File: src/rtl/ili9341_spi_target_pkg.sv
// Shared definitions for the ILI9341 SPI target: command codes, pixel type,
// decode FSM states and the window validity rule.
package ili9341_spi_target_pkg;

    localparam int unsigned BYTE_BITS = 8;

    localparam logic [7:0] CMD_NOP   = 8'h00;
    localparam logic [7:0] CMD_CASET = 8'h2A;
    localparam logic [7:0] CMD_PASET = 8'h2B;
    localparam logic [7:0] CMD_RAMWR = 8'h2C;

    typedef logic [15:0] ili9341_color_t;

    typedef enum logic [2:0] {
        S_IDLE,
        S_CASET,
        S_PASET,
        S_PIX_HI,
        S_PIX_LO,
        S_IGNORE
    } state_t;

    // A window is accepted only if it is ordered and ends inside the panel.
    function automatic logic window_ok(input logic [15:0] start_v,
                                       input logic [15:0] end_v,
                                       input logic [15:0] limit);
        return (start_v <= end_v) && (end_v < limit);
    endfunction

endpackage

File: src/rtl/ili9341_spi_target_deserializer.sv
// SPI mode-0 front end: synchronises the link into clk, assembles MSB-first bytes
// and flags bytes cut short by chip-select rising.
module ili9341_spi_target_deserializer
    import ili9341_spi_target_pkg::*;
#(
    parameter int SYNC_STAGES = 2
) (
    input  logic       clk,
    input  logic       rst,
    input  logic       soft_rstb,
    input  logic       spi_csb,
    input  logic       spi_clk,
    input  logic       spi_mosi,
    input  logic       data_commandb,
    output logic       byte_done,
    output logic [7:0] byte_data,
    output logic       byte_dcx,
    output logic       partial_err
);

    logic [SYNC_STAGES-1:0] csb_sync_q, csb_sync_d;
    logic [SYNC_STAGES-1:0] sclk_sync_q, sclk_sync_d;
    logic [SYNC_STAGES-1:0] mosi_sync_q, mosi_sync_d;
    logic [SYNC_STAGES-1:0] dcx_sync_q, dcx_sync_d;
    logic                   sclk_prev_q, sclk_prev_d;
    logic [2:0]             bit_cnt_q, bit_cnt_d;
    logic [6:0]             byte_sr_q, byte_sr_d;
    logic [7:0]             byte_data_q, byte_data_d;
    logic                   byte_done_q, byte_done_d;
    logic                   byte_dcx_q, byte_dcx_d;
    logic                   partial_err_q, partial_err_d;

    logic csb_s, sclk_s, mosi_s, dcx_s, sclk_rise;

    assign csb_s     = csb_sync_q[SYNC_STAGES-1];
    assign sclk_s    = sclk_sync_q[SYNC_STAGES-1];
    assign mosi_s    = mosi_sync_q[SYNC_STAGES-1];
    assign dcx_s     = dcx_sync_q[SYNC_STAGES-1];
    assign sclk_rise = sclk_s & ~sclk_prev_q;

    always_comb begin
        // NOTE: every _d starts from its _q (or its idle value) so no path through this block infers a latch.
        csb_sync_d    = {csb_sync_q[SYNC_STAGES-2:0], spi_csb};
        sclk_sync_d   = {sclk_sync_q[SYNC_STAGES-2:0], spi_clk};
        mosi_sync_d   = {mosi_sync_q[SYNC_STAGES-2:0], spi_mosi};
        dcx_sync_d    = {dcx_sync_q[SYNC_STAGES-2:0], data_commandb};
        sclk_prev_d   = sclk_s;
        bit_cnt_d     = bit_cnt_q;
        byte_sr_d     = byte_sr_q;
        byte_data_d   = byte_data_q;
        byte_dcx_d    = byte_dcx_q;
        byte_done_d   = 1'b0;
        partial_err_d = 1'b0;

        if (csb_s) begin
            bit_cnt_d     = '0;
            partial_err_d = (bit_cnt_q != '0);
        end else if (sclk_rise) begin
            byte_sr_d = {byte_sr_q[5:0], mosi_s};
            bit_cnt_d = bit_cnt_q + 3'd1;
            if (bit_cnt_q == 3'(BYTE_BITS - 1)) begin
                byte_done_d = 1'b1;
                byte_data_d = {byte_sr_q, mosi_s};
                byte_dcx_d  = dcx_s;
            end
        end
    end

    // NOTE: synchronous reset -- the reset input is only looked at inside the clocked block.
    always_ff @(posedge clk) begin
        if (!rst || !soft_rstb) begin
            csb_sync_q    <= '1;
            sclk_sync_q   <= '0;
            mosi_sync_q   <= '0;
            dcx_sync_q    <= '0;
            sclk_prev_q   <= 1'b0;
            bit_cnt_q     <= '0;
            byte_sr_q     <= '0;
            byte_data_q   <= '0;
            byte_done_q   <= 1'b0;
            byte_dcx_q    <= 1'b0;
            partial_err_q <= 1'b0;
        end else begin
            // NOTE: non-blocking assignments keep every flop sampling pre-edge values.
            csb_sync_q    <= csb_sync_d;
            sclk_sync_q   <= sclk_sync_d;
            mosi_sync_q   <= mosi_sync_d;
            dcx_sync_q    <= dcx_sync_d;
            sclk_prev_q   <= sclk_prev_d;
            bit_cnt_q     <= bit_cnt_d;
            byte_sr_q     <= byte_sr_d;
            byte_data_q   <= byte_data_d;
            byte_done_q   <= byte_done_d;
            byte_dcx_q    <= byte_dcx_d;
            partial_err_q <= partial_err_d;
        end
    end

    assign byte_done   = byte_done_q;
    assign byte_data   = byte_data_q;
    assign byte_dcx    = byte_dcx_q;
    assign partial_err = partial_err_q;

endmodule

File: src/rtl/ili9341_spi_target.sv
// ILI9341 panel stand-in: decodes CASET/PASET/RAMWR from the SPI byte stream and
// emits one addressed RGB565 pixel write per received pixel.
module ili9341_spi_target
    import ili9341_spi_target_pkg::*;
#(
    parameter int DISPLAY_WIDTH  = 240,
    parameter int DISPLAY_HEIGHT = 320,
    parameter int SYNC_STAGES    = 2
) (
    input  logic                              clk,
    input  logic                              rst,
    input  logic                              display_rstb,
    input  logic                              spi_csb,
    input  logic                              spi_clk,
    input  logic                              spi_mosi,
    input  logic                              data_commandb,
    output logic                              pixel_valid,
    output logic [$clog2(DISPLAY_WIDTH):0]    pixel_x,
    output logic [$clog2(DISPLAY_HEIGHT):0]   pixel_y,
    output logic [15:0]                       pixel_color,
    output logic                              frame_done,
    output logic                              cmd_valid,
    output logic [7:0]                        cmd_byte,
    output logic                              proto_error
);

    localparam int XW = $clog2(DISPLAY_WIDTH) + 1;
    localparam int YW = $clog2(DISPLAY_HEIGHT) + 1;

    logic       byte_done, byte_dcx, partial_err;
    logic [7:0] byte_data;

    ili9341_spi_target_deserializer #(
        .SYNC_STAGES (SYNC_STAGES)
    ) u_deser (
        .clk           (clk),
        .rst           (rst),
        .soft_rstb     (display_rstb),
        .spi_csb       (spi_csb),
        .spi_clk       (spi_clk),
        .spi_mosi      (spi_mosi),
        .data_commandb (data_commandb),
        .byte_done     (byte_done),
        .byte_data     (byte_data),
        .byte_dcx      (byte_dcx),
        .partial_err   (partial_err)
    );

    state_t         state_q, state_d;
    logic [1:0]     arg_cnt_q, arg_cnt_d;
    logic [23:0]    arg_q, arg_d;
    logic [XW-1:0]  x_start_q, x_start_d, x_end_q, x_end_d, cur_x_q, cur_x_d;
    logic [YW-1:0]  y_start_q, y_start_d, y_end_q, y_end_d, cur_y_q, cur_y_d;
    logic [7:0]     pix_hi_q, pix_hi_d;
    logic           pixel_valid_q, pixel_valid_d;
    logic [XW-1:0]  pixel_x_q, pixel_x_d;
    logic [YW-1:0]  pixel_y_q, pixel_y_d;
    ili9341_color_t pixel_color_q, pixel_color_d;
    logic           frame_done_q, frame_done_d;
    logic           cmd_valid_q, cmd_valid_d;
    logic [7:0]     cmd_byte_q, cmd_byte_d;
    logic           proto_error_q, proto_error_d;

    // Window arguments arrive start_hi, start_lo, end_hi, end_lo; the last one is still on byte_data.
    logic [15:0] arg_start, arg_end;
    assign arg_start = arg_q[23:8];
    assign arg_end   = {arg_q[7:0], byte_data};

    always_comb begin
        state_d       = state_q;
        arg_cnt_d     = arg_cnt_q;
        arg_d         = arg_q;
        x_start_d     = x_start_q;
        x_end_d       = x_end_q;
        y_start_d     = y_start_q;
        y_end_d       = y_end_q;
        cur_x_d       = cur_x_q;
        cur_y_d       = cur_y_q;
        pix_hi_d      = pix_hi_q;
        pixel_x_d     = pixel_x_q;
        pixel_y_d     = pixel_y_q;
        pixel_color_d = pixel_color_q;
        cmd_byte_d    = cmd_byte_q;
        pixel_valid_d = 1'b0;
        frame_done_d  = 1'b0;
        cmd_valid_d   = 1'b0;
        proto_error_d = proto_error_q | partial_err;

        if (byte_done && !byte_dcx) begin
            // Commands abort whatever was in progress, including a half pixel.
            cmd_valid_d = 1'b1;
            cmd_byte_d  = byte_data;
            arg_cnt_d   = '0;
            case (byte_data)
                CMD_CASET: state_d = S_CASET;
                CMD_PASET: state_d = S_PASET;
                CMD_RAMWR: begin
                    cur_x_d = x_start_q;
                    cur_y_d = y_start_q;
                    state_d = S_PIX_HI;
                end
                default:   state_d = S_IGNORE;
            endcase
        end else if (byte_done) begin
            case (state_q)
                S_CASET, S_PASET: begin
                    arg_d     = {arg_q[15:0], byte_data};
                    arg_cnt_d = arg_cnt_q + 2'd1;
                    if (arg_cnt_q == 2'd3) begin
                        state_d = S_IGNORE;
                        if (state_q == S_CASET) begin
                            if (window_ok(arg_start, arg_end, 16'(DISPLAY_WIDTH))) begin
                                x_start_d = arg_start[XW-1:0];
                                x_end_d   = arg_end[XW-1:0];
                            end else begin
                                proto_error_d = 1'b1;
                            end
                        end else begin
                            if (window_ok(arg_start, arg_end, 16'(DISPLAY_HEIGHT))) begin
                                y_start_d = arg_start[YW-1:0];
                                y_end_d   = arg_end[YW-1:0];
                            end else begin
                                proto_error_d = 1'b1;
                            end
                        end
                    end
                end
                S_PIX_HI: begin
                    pix_hi_d = byte_data;
                    state_d  = S_PIX_LO;
                end
                S_PIX_LO: begin
                    pixel_valid_d = 1'b1;
                    pixel_x_d     = cur_x_q;
                    pixel_y_d     = cur_y_q;
                    pixel_color_d = {pix_hi_q, byte_data};
                    frame_done_d  = (cur_x_q == x_end_q) && (cur_y_q == y_end_q);
                    state_d       = S_PIX_HI;
                    if (cur_x_q < x_end_q) begin
                        cur_x_d = cur_x_q + XW'(1);
                    end else begin
                        cur_x_d = x_start_q;
                        cur_y_d = (cur_y_q < y_end_q) ? cur_y_q + YW'(1) : y_start_q;
                    end
                end
                default: ;
            endcase
        end
    end

    always_ff @(posedge clk) begin
        if (!rst || !display_rstb) begin
            state_q       <= S_IDLE;
            arg_cnt_q     <= '0;
            arg_q         <= '0;
            x_start_q     <= '0;
            x_end_q       <= XW'(DISPLAY_WIDTH - 1);
            y_start_q     <= '0;
            y_end_q       <= YW'(DISPLAY_HEIGHT - 1);
            cur_x_q       <= '0;
            cur_y_q       <= '0;
            pix_hi_q      <= '0;
            pixel_valid_q <= 1'b0;
            pixel_x_q     <= '0;
            pixel_y_q     <= '0;
            pixel_color_q <= '0;
            frame_done_q  <= 1'b0;
            cmd_valid_q   <= 1'b0;
            cmd_byte_q    <= CMD_NOP;
            proto_error_q <= 1'b0;
        end else begin
            state_q       <= state_d;
            arg_cnt_q     <= arg_cnt_d;
            arg_q         <= arg_d;
            x_start_q     <= x_start_d;
            x_end_q       <= x_end_d;
            y_start_q     <= y_start_d;
            y_end_q       <= y_end_d;
            cur_x_q       <= cur_x_d;
            cur_y_q       <= cur_y_d;
            pix_hi_q      <= pix_hi_d;
            pixel_valid_q <= pixel_valid_d;
            pixel_x_q     <= pixel_x_d;
            pixel_y_q     <= pixel_y_d;
            pixel_color_q <= pixel_color_d;
            frame_done_q  <= frame_done_d;
            cmd_valid_q   <= cmd_valid_d;
            cmd_byte_q    <= cmd_byte_d;
            proto_error_q <= proto_error_d;
        end
    end

    assign pixel_valid = pixel_valid_q;
    assign pixel_x     = pixel_x_q;
    assign pixel_y     = pixel_y_q;
    assign pixel_color = pixel_color_q;
    assign frame_done  = frame_done_q;
    assign cmd_valid   = cmd_valid_q;
    assign cmd_byte    = cmd_byte_q;
    assign proto_error = proto_error_q;

endmodule
File: config.mk
export PLATFORM = sky130hd
export DESIGN_NAME = ili9341_spi_target
export DESIGN_NICKNAME = d
export VERILOG_FILES = /design/src/rtl/ili9341_spi_target_pkg.sv /design/src/rtl/ili9341_spi_target_deserializer.sv /design/src/rtl/ili9341_spi_target.sv
export SDC_FILE = /design/constraint.sdc
export NUM_CORES = 1
export LEC_CHECK = 0
export CAP_MARGIN = 20
export CORE_UTILIZATION = 35
export CTS_CLUSTER_SIZE = 40
export DETAILED_ROUTE_END_ITERATION = 8
export MAX_ROUTING_LAYER = met4
export REMOVE_ABC_BUFFERS = 1
export SLEW_MARGIN = 10
export SYNTH_ARGS = -nofsm -noshare
export SYNTH_HDL_FRONTEND = slang
export SYNTH_HIERARCHICAL = 1
export SYNTH_SLANG_ARGS = --single-unit
File: constraint.sdc
create_clock -name clk -period 3.11 [get_ports clk]
set_input_delay 0.622 -clock clk [delete_from_list [all_inputs] [get_ports clk]]
set_output_delay 0.622 -clock clk [all_outputs]
set_load 0.02 [all_outputs]
==> impl_metrics.env, run 1 <==
export IMPL_max_slew_margin=0.534
export IMPL_cp_start_kind="register"
export IMPL_start_util=0.361
export IMPL_ys_async_sr_fraction=0
export IMPL_dr_total_vias=6321
export IMPL_ant_nets=0
export IMPL_switching_share=0.241
export IMPL_startpoint="arg_q[0]$_SDFFE_PP0P_"
export IMPL_clockRootBuffer="clkbuf_16"
export IMPL_grt_pass1_wl_um=30800
export IMPL_fin_cells=1252
export IMPL_nets=1012
export IMPL_die_x_um=150
export IMPL_r2r_cells=8
export IMPL_viasPerCell=5.05
export IMPL_grt_max_degree=50
export IMPL_dp_cells=1220
export IMPL_slew_violations=0
export IMPL_yosysWarningCount=6
export IMPL_leakage_nw=3.25
export IMPL_grt_pass1_vias=5841
export IMPL_cap_violations=0
export IMPL_hold_violations=0
export IMPL_cts_tree="built"
export IMPL_power_frac_comb=0.016
export IMPL_peakVddDrop_uv=333
export IMPL_place_area_mm2=0.00846
export IMPL_ctsHoldBuffers=0
export IMPL_clk_pin_slew_ns=0.07
export IMPL_die_h_um=150
export IMPL_cp_end_kind="register"
export IMPL_layout_min_cycle_time_ns=2.49
export IMPL_setup_violations_final=0
export IMPL_internal_power_mw=3.27
export IMPL_final_common_cell="nand2_1"
export IMPL_reg2reg_setup_slack_ns=0.62
export IMPL_r2r_start="arg_q[0]$_SDFFE_PP0P_"
export IMPL_grtUsageTotal=0.182
export IMPL_fin_setup_tns_ns=0
export IMPL_netlist_area_mm2=0.00765
export IMPL_cts_buffer_depth=2
export IMPL_post_route_cell_area_mm2=0.00901
export IMPL_synth_cells=927
export IMPL_io_pins=54
export IMPL_wl_per_cell_um=15.0
export IMPL_drt_iter0_markers=324
export IMPL_cts_sinks=171
export IMPL_ys_seq_elements=171
export IMPL_dp_hpwl_um=12700
export IMPL_max_freq_mhz=401
export IMPL_cts_max_level=4
export IMPL_cellPowerDensity_mw_per_mm2=477
export IMPL_wirelength_um=18700
export IMPL_p_sw_mw=1.04
export IMPL_postCtsSetupRepairBufs=0
export IMPL_whs_ns=0.416
export IMPL_clock_latency_ns=0.43
export IMPL_std_cell_rows=53
export IMPL_crit_end="proto_error$_SDFF_PP0_"
export IMPL_worst_pin_slew_ns=0.696
export IMPL_cts_buffers=17
export IMPL_final_core_util=0.425
export IMPL_p_seq_frac=0.509
export IMPL_status="finished, final reports clean"
export IMPL_rsz0062_at_grt="false"
export IMPL_p_total_mw=4.30
export IMPL_first_pass_iters=5
export IMPL_gp_congestion=0.834
export IMPL_cp_slowest_cell="o311ai_0"
export IMPL_required_ns=3.41
export IMPL_worst_endpoint_arrival_ns=2.79
export IMPL_fp_dieArea_mm2=0.0225
export IMPL_finalClockSkew_ns=0.0103
export IMPL_antenna_found_initial=0
export IMPL_n_antenna_cell=0
export IMPL_cpPeakStageDelay_ns=0.55
export IMPL_pre_cts_ws_ns=0.671
export IMPL_path_cells="inv_1 -> ha_1 -> nand4_1 -> nor4_1 -> and4bb_2 -> a31oi_1 -> o311ai_0 -> a21oi_1"
export IMPL_grt_overflow_total=0
export IMPL_drcViolationCount=0
export IMPL_cts_repair_resized=0
export IMPL_timing_final_crit_share=0.801
export IMPL_r2r_end="proto_error$_SDFF_PP0_"
export IMPL_path_max_fanout=5
export IMPL_drive_gt1_frac=0.0645
export IMPL_ys_seq_area_frac=0.447
export IMPL_io_buffer_count=53
export IMPL_final_cell_mix="nand2_1 (215), dfxtp_1 (171), a21oi_1 (109)"
export IMPL_coreArea_mm2=0.0212
export IMPL_ys_flop_type="dfxtp_1"
export IMPL_area_growth_syn_to_layout_pct=17.8
export IMPL_finalWorstSetupSlack_ns=0.617
export IMPL_synth_edf_count=0
export IMPL_syn_mean_instance_area_um2=8.25
export IMPL_holdCritPathClass="register to register"
export IMPL_critical_path_class="register to register"
export IMPL_pwr_share_clk=0.475
export IMPL_synthDistinctLibCells=57
## synthesized netlist by cell type, types with 3 or more instances
cell type  count  area share
nand2_1      216        0.11
dfxtp_1      171        0.45
a21oi_1      110       0.072
nor2_1        63       0.031
mux2i_1       58       0.076
inv_1         48       0.024
ha_1          41       0.067
clkbuf_1      40       0.020
o21ai_0       20       0.013
nor3_1        16       0.010
and3_1        12      0.0098
nand3_1       11      0.0072
nand4_1       11      0.0090
buf_2          9      0.0059
a31oi_1        8      0.0065
nor4_1         6      0.0049
a211oi_1       5      0.0049
nand2b_1       5      0.0041
nor3b_1        5      0.0049
and4_1         4      0.0046
buf_4          4      0.0039
nor2b_1        4      0.0033
o211ai_1       4      0.0039
o22ai_1        4      0.0033
a211o_1        3      0.0034
a221oi_1       3      0.0034
buf_6          3      0.0044
o21a_1         3      0.0029
or3_1          3      0.0025
## worst min path at each step
stage               cells past startpoint                              from  slack (ns)                               end
floorplan                               1  u_deser/csb_sync_q[0]$_SDFF_PP1_        0.39  u_deser/csb_sync_q[1]$_SDFF_PP1_
global placement                        1  u_deser/csb_sync_q[0]$_SDFF_PP1_        0.39  u_deser/csb_sync_q[1]$_SDFF_PP1_
global route                            1  u_deser/csb_sync_q[0]$_SDFF_PP1_        0.45  u_deser/csb_sync_q[1]$_SDFF_PP1_
detailed placement                      1  u_deser/csb_sync_q[0]$_SDFF_PP1_        0.40  u_deser/csb_sync_q[1]$_SDFF_PP1_
CTS                                     1  u_deser/csb_sync_q[0]$_SDFF_PP1_        0.42  u_deser/csb_sync_q[1]$_SDFF_PP1_
finish                                  1  u_deser/csb_sync_q[0]$_SDFF_PP1_        0.42  u_deser/csb_sync_q[1]$_SDFF_PP1_
## layer usage
metal,routed length [um],track usage
met4,276,0.0631
met1,9250,0.240
met5,0,-
met3,699,0.0329
met2,8510,0.279
## layout make-up
type / count / area, um^2
fillers: 2120 / 12200
multi-input cells: 651 / 3800
flip-flops and latches: 171 / 3420
repair buffers: 75 / 708
clock buffers: 18 / 429
well taps: 275 / 344
inverters: 48 / 180
clock inverters: 14 / 125
## flip-flops by register name (all words and copies together) (netlist names), 10 cells and up
register / flops
arg_q: 24
cur_y_q: 10
pixel_color: 16
pixel_y: 10
y_end_q: 10
y_start_q: 10
## power by group through the flow
stage	Clock (mW)	Combinational, mW	Sequential, mW
floorplan	0	0.0325	2.24
global placement	0	0.0685	2.24
detailed placement	0	0.0681	2.24
CTS	2.09	0.0687	2.19
global route	2.18	0.0746	2.19
finish	2.04	0.0680	2.19
## critical path, delay by kind of cell, from the launching register on
kind | cells | cell delay [ns]
AND/OR/NAND/NOR | 3 | 0.81
adder cells (fa/ha/maj) | 1 | 0.28
flip-flops | 1 | 0.43
buffers and inverters | 1 | 0.10
AO/OA/AOI/OAI | 3 | 0.75
## logic make-up (layout without fill, tap and decap cells)
family | count (synthesis) | after routing | share of synthesized area
adders and majority gates | 41 | 41 | 0.0670
muxes | 58 | 58 | 0.0759
AOI/OAI and AO/OA | 176 | 176 | 0.131
xor gates and xnor gates | 1 | 1 | 0.00114
buffers and inverters | 105 | 155 | 0.0579
and+or+nand+nor | 375 | 375 | 0.219
DFF | 171 | 171 | 0.447
(Power assumes the default switching activity.)
==> run 2, diff against run 1 <==
Clock period 3.11 ns to 2.06 ns, I/O delays scaled along.
==> run 2 against run 1 <==
The run now ends with negative setup slack left. Final cell count grew 9.0%. Critical endpoint is now y_end_q[0]$_SDFFE_PP1P_. Critical path depth grew 2. Total power grew 51%. Design area grew 16%. First-iteration DRC count grew 0.31%. Largest power group unchanged.
==> impl_metrics.env, run 2 (synthesized netlist as in run 1, its figures left out) <==
export IMPL_ctsHoldBuffers=0
export IMPL_met3_usage=0.0405
export IMPL_io_buffer_count=53
export IMPL_drt_iter0_markers=325
export IMPL_first_pass_iters=7
export IMPL_leakage_nw=3.93
export IMPL_dr_total_vias=6786
export IMPL_cts_sinks=171
export IMPL_timing_final_crit_share=1.07
export IMPL_holdCritPathClass="register to register"
export IMPL_n_antenna_cell=0
export IMPL_final_cell_mix="nand2_1 (214), dfxtp_1 (151), buf_4 (115)"
export IMPL_cts_tree="built"
export IMPL_clock_latency_ns=0.43
export IMPL_std_cell_rows=53
export IMPL_area_growth_syn_to_layout_pct=36.5
export IMPL_grt_util_met2=0.316
export IMPL_die_h_um=150
export IMPL_drive_gt1_frac=0.229
export IMPL_status="finished with violations"
export IMPL_grt_max_degree=50
export IMPL_drcViolationCount=0
export IMPL_max_slew_margin=0.634
export IMPL_cellPowerDensity_mw_per_mm2=622
export IMPL_peakVddDrop_uv=474
export IMPL_p_total_mw=6.50
export IMPL_grt_pass1_wl_um=32500
export IMPL_path_max_fanout=20
export IMPL_worst_path_buf_inv=3
export IMPL_cts_max_level=4
export IMPL_layout_min_cycle_time_ns=2.20
export IMPL_required_ns=2.36
export IMPL_cap_violations=0
export IMPL_grtUsageTotal=0.192
export IMPL_die_x_um=150
export IMPL_clockRootBuffer="clkbuf_16"
export IMPL_slew_violations=0
export IMPL_fp_dieArea_mm2=0.0225
export IMPL_worst_endpoint_arrival_ns=2.51
export IMPL_cpLargestDelayFamily="simple AND/OR/NAND/NOR gates"
export IMPL_cts_buffer_depth=2
export IMPL_cpPeakStageDelay_ns=0.34
export IMPL_hold_depth=1
export IMPL_largest_reg_flops=24
export IMPL_busiest_layer="met2"
export IMPL_cp_end_kind="register"
export IMPL_dp_hpwl_um=14200
export IMPL_cts_buffers=17
export IMPL_grt_pass1_vias=6304
export IMPL_final_common_cell="nand2_1"
export IMPL_viasPerCell=4.97
export IMPL_violations="negative setup slack"
export IMPL_post_route_cell_area_mm2=0.0104
export IMPL_cp_slowest_cell="dfxtp_2"
export IMPL_clk_pin_slew_ns=0.07
export IMPL_wirelength_um=20400
export IMPL_final_core_util=0.492
export IMPL_hold_violations=0
export IMPL_gp_congestion=0.844
export IMPL_whs_ns=0.414
export IMPL_nets=1125
export IMPL_worst_pin_slew_ns=0.545
export IMPL_finalClockSkew_ns=0.0107
export IMPL_grt_overflow_total=0
export IMPL_critical_path_class="register to register"
export IMPL_r2r_cells=10
export IMPL_setup_violations_final=40
export IMPL_place_area_mm2=0.00922
export IMPL_antenna_found_initial=0
export IMPL_r2r_start="arg_q[2]$_SDFFE_PP0P_"
export IMPL_cp_start_kind="register"
export IMPL_io_pins=54
export IMPL_worstHoldStart="u_deser/csb_sync_q[0]$_SDFF_PP1_"
export IMPL_grt_use_met1=0.238
export IMPL_finalWorstSetupSlack_ns=-0.142
export IMPL_cp_num_cells=10
export IMPL_path_cells="inv_2 -> ha_4 -> nand4_1 -> nor4_4 -> o21ai_2 -> buf_4 -> and3_4 -> a22o_1 -> buf_12 -> mux2i_1"
export IMPL_startpoint="arg_q[2]$_SDFFE_PP0P_"
export IMPL_ant_nets=0
export IMPL_coreArea_mm2=0.0212
export IMPL_rsz0062_at_grt="true"
export IMPL_largest_register="arg_q"
export IMPL_max_freq_mhz=454
export IMPL_start_util=0.361
export IMPL_wl_per_cell_um=15.0
run 2: per-stage QoR:
stage	TNS, ns	worst slack [ns]	std cells
after floorplan	-63.88	-0.955	870
after global placement	-4.94	-0.288	1312
after detailed placement	-7.92	-0.296	1312
after CTS	-2.89	-0.111	1353
after global routing	-9.83	-0.273	1365
final	-4.17	-0.142	1365
run 2: timing repair:
item	4_1_cts	5_1_grt
pin swaps	15	26
endpoints found under the setup margin	57	56
cloned	3	2
buffers inserted	6	11
gates resized for setup	53	49
run 2: final cells by class:
type,instances,area [um^2]
fillers,2010,10800
multi-input cells,651,4190
repair buffers,188,1730
well taps,275,344
clock inverters,12,116
inverters,48,180
clock buffers,20,437
flip-flops and latches,171,3450
run 2: path summary, 6_finish.rpt:
check	endpoint	slack [ns]
min	u_deser/csb_sync_q[1]$_SDFF_PP1_	0.41
max	y_end_q[0]$_SDFFE_PP1P_	-0.14
max reg2reg	y_end_q[0]$_SDFFE_PP1P_	-0.14
min reg2reg	u_deser/csb_sync_q[1]$_SDFF_PP1_	0.41
run 2: report_power, final:
part / internal, mW / leakage, nW / switching [mW] / total [mW]
clock: 1.68 / 0.259 / 1.39 / 3.06
sequential: 3.31 / 1.38 / 0.00195 / 3.31
combinational: 0.0444 / 2.29 / 0.0766 / 0.121
total: 5.03 / 3.93 / 1.46 / 6.50
run 2: per-layer routing:
layer,wire (um),vias to the layer above
met1,9650,3178
li1,-,3461
met2,9840,128
met3,696,19
met4,225,0
met5,0,-
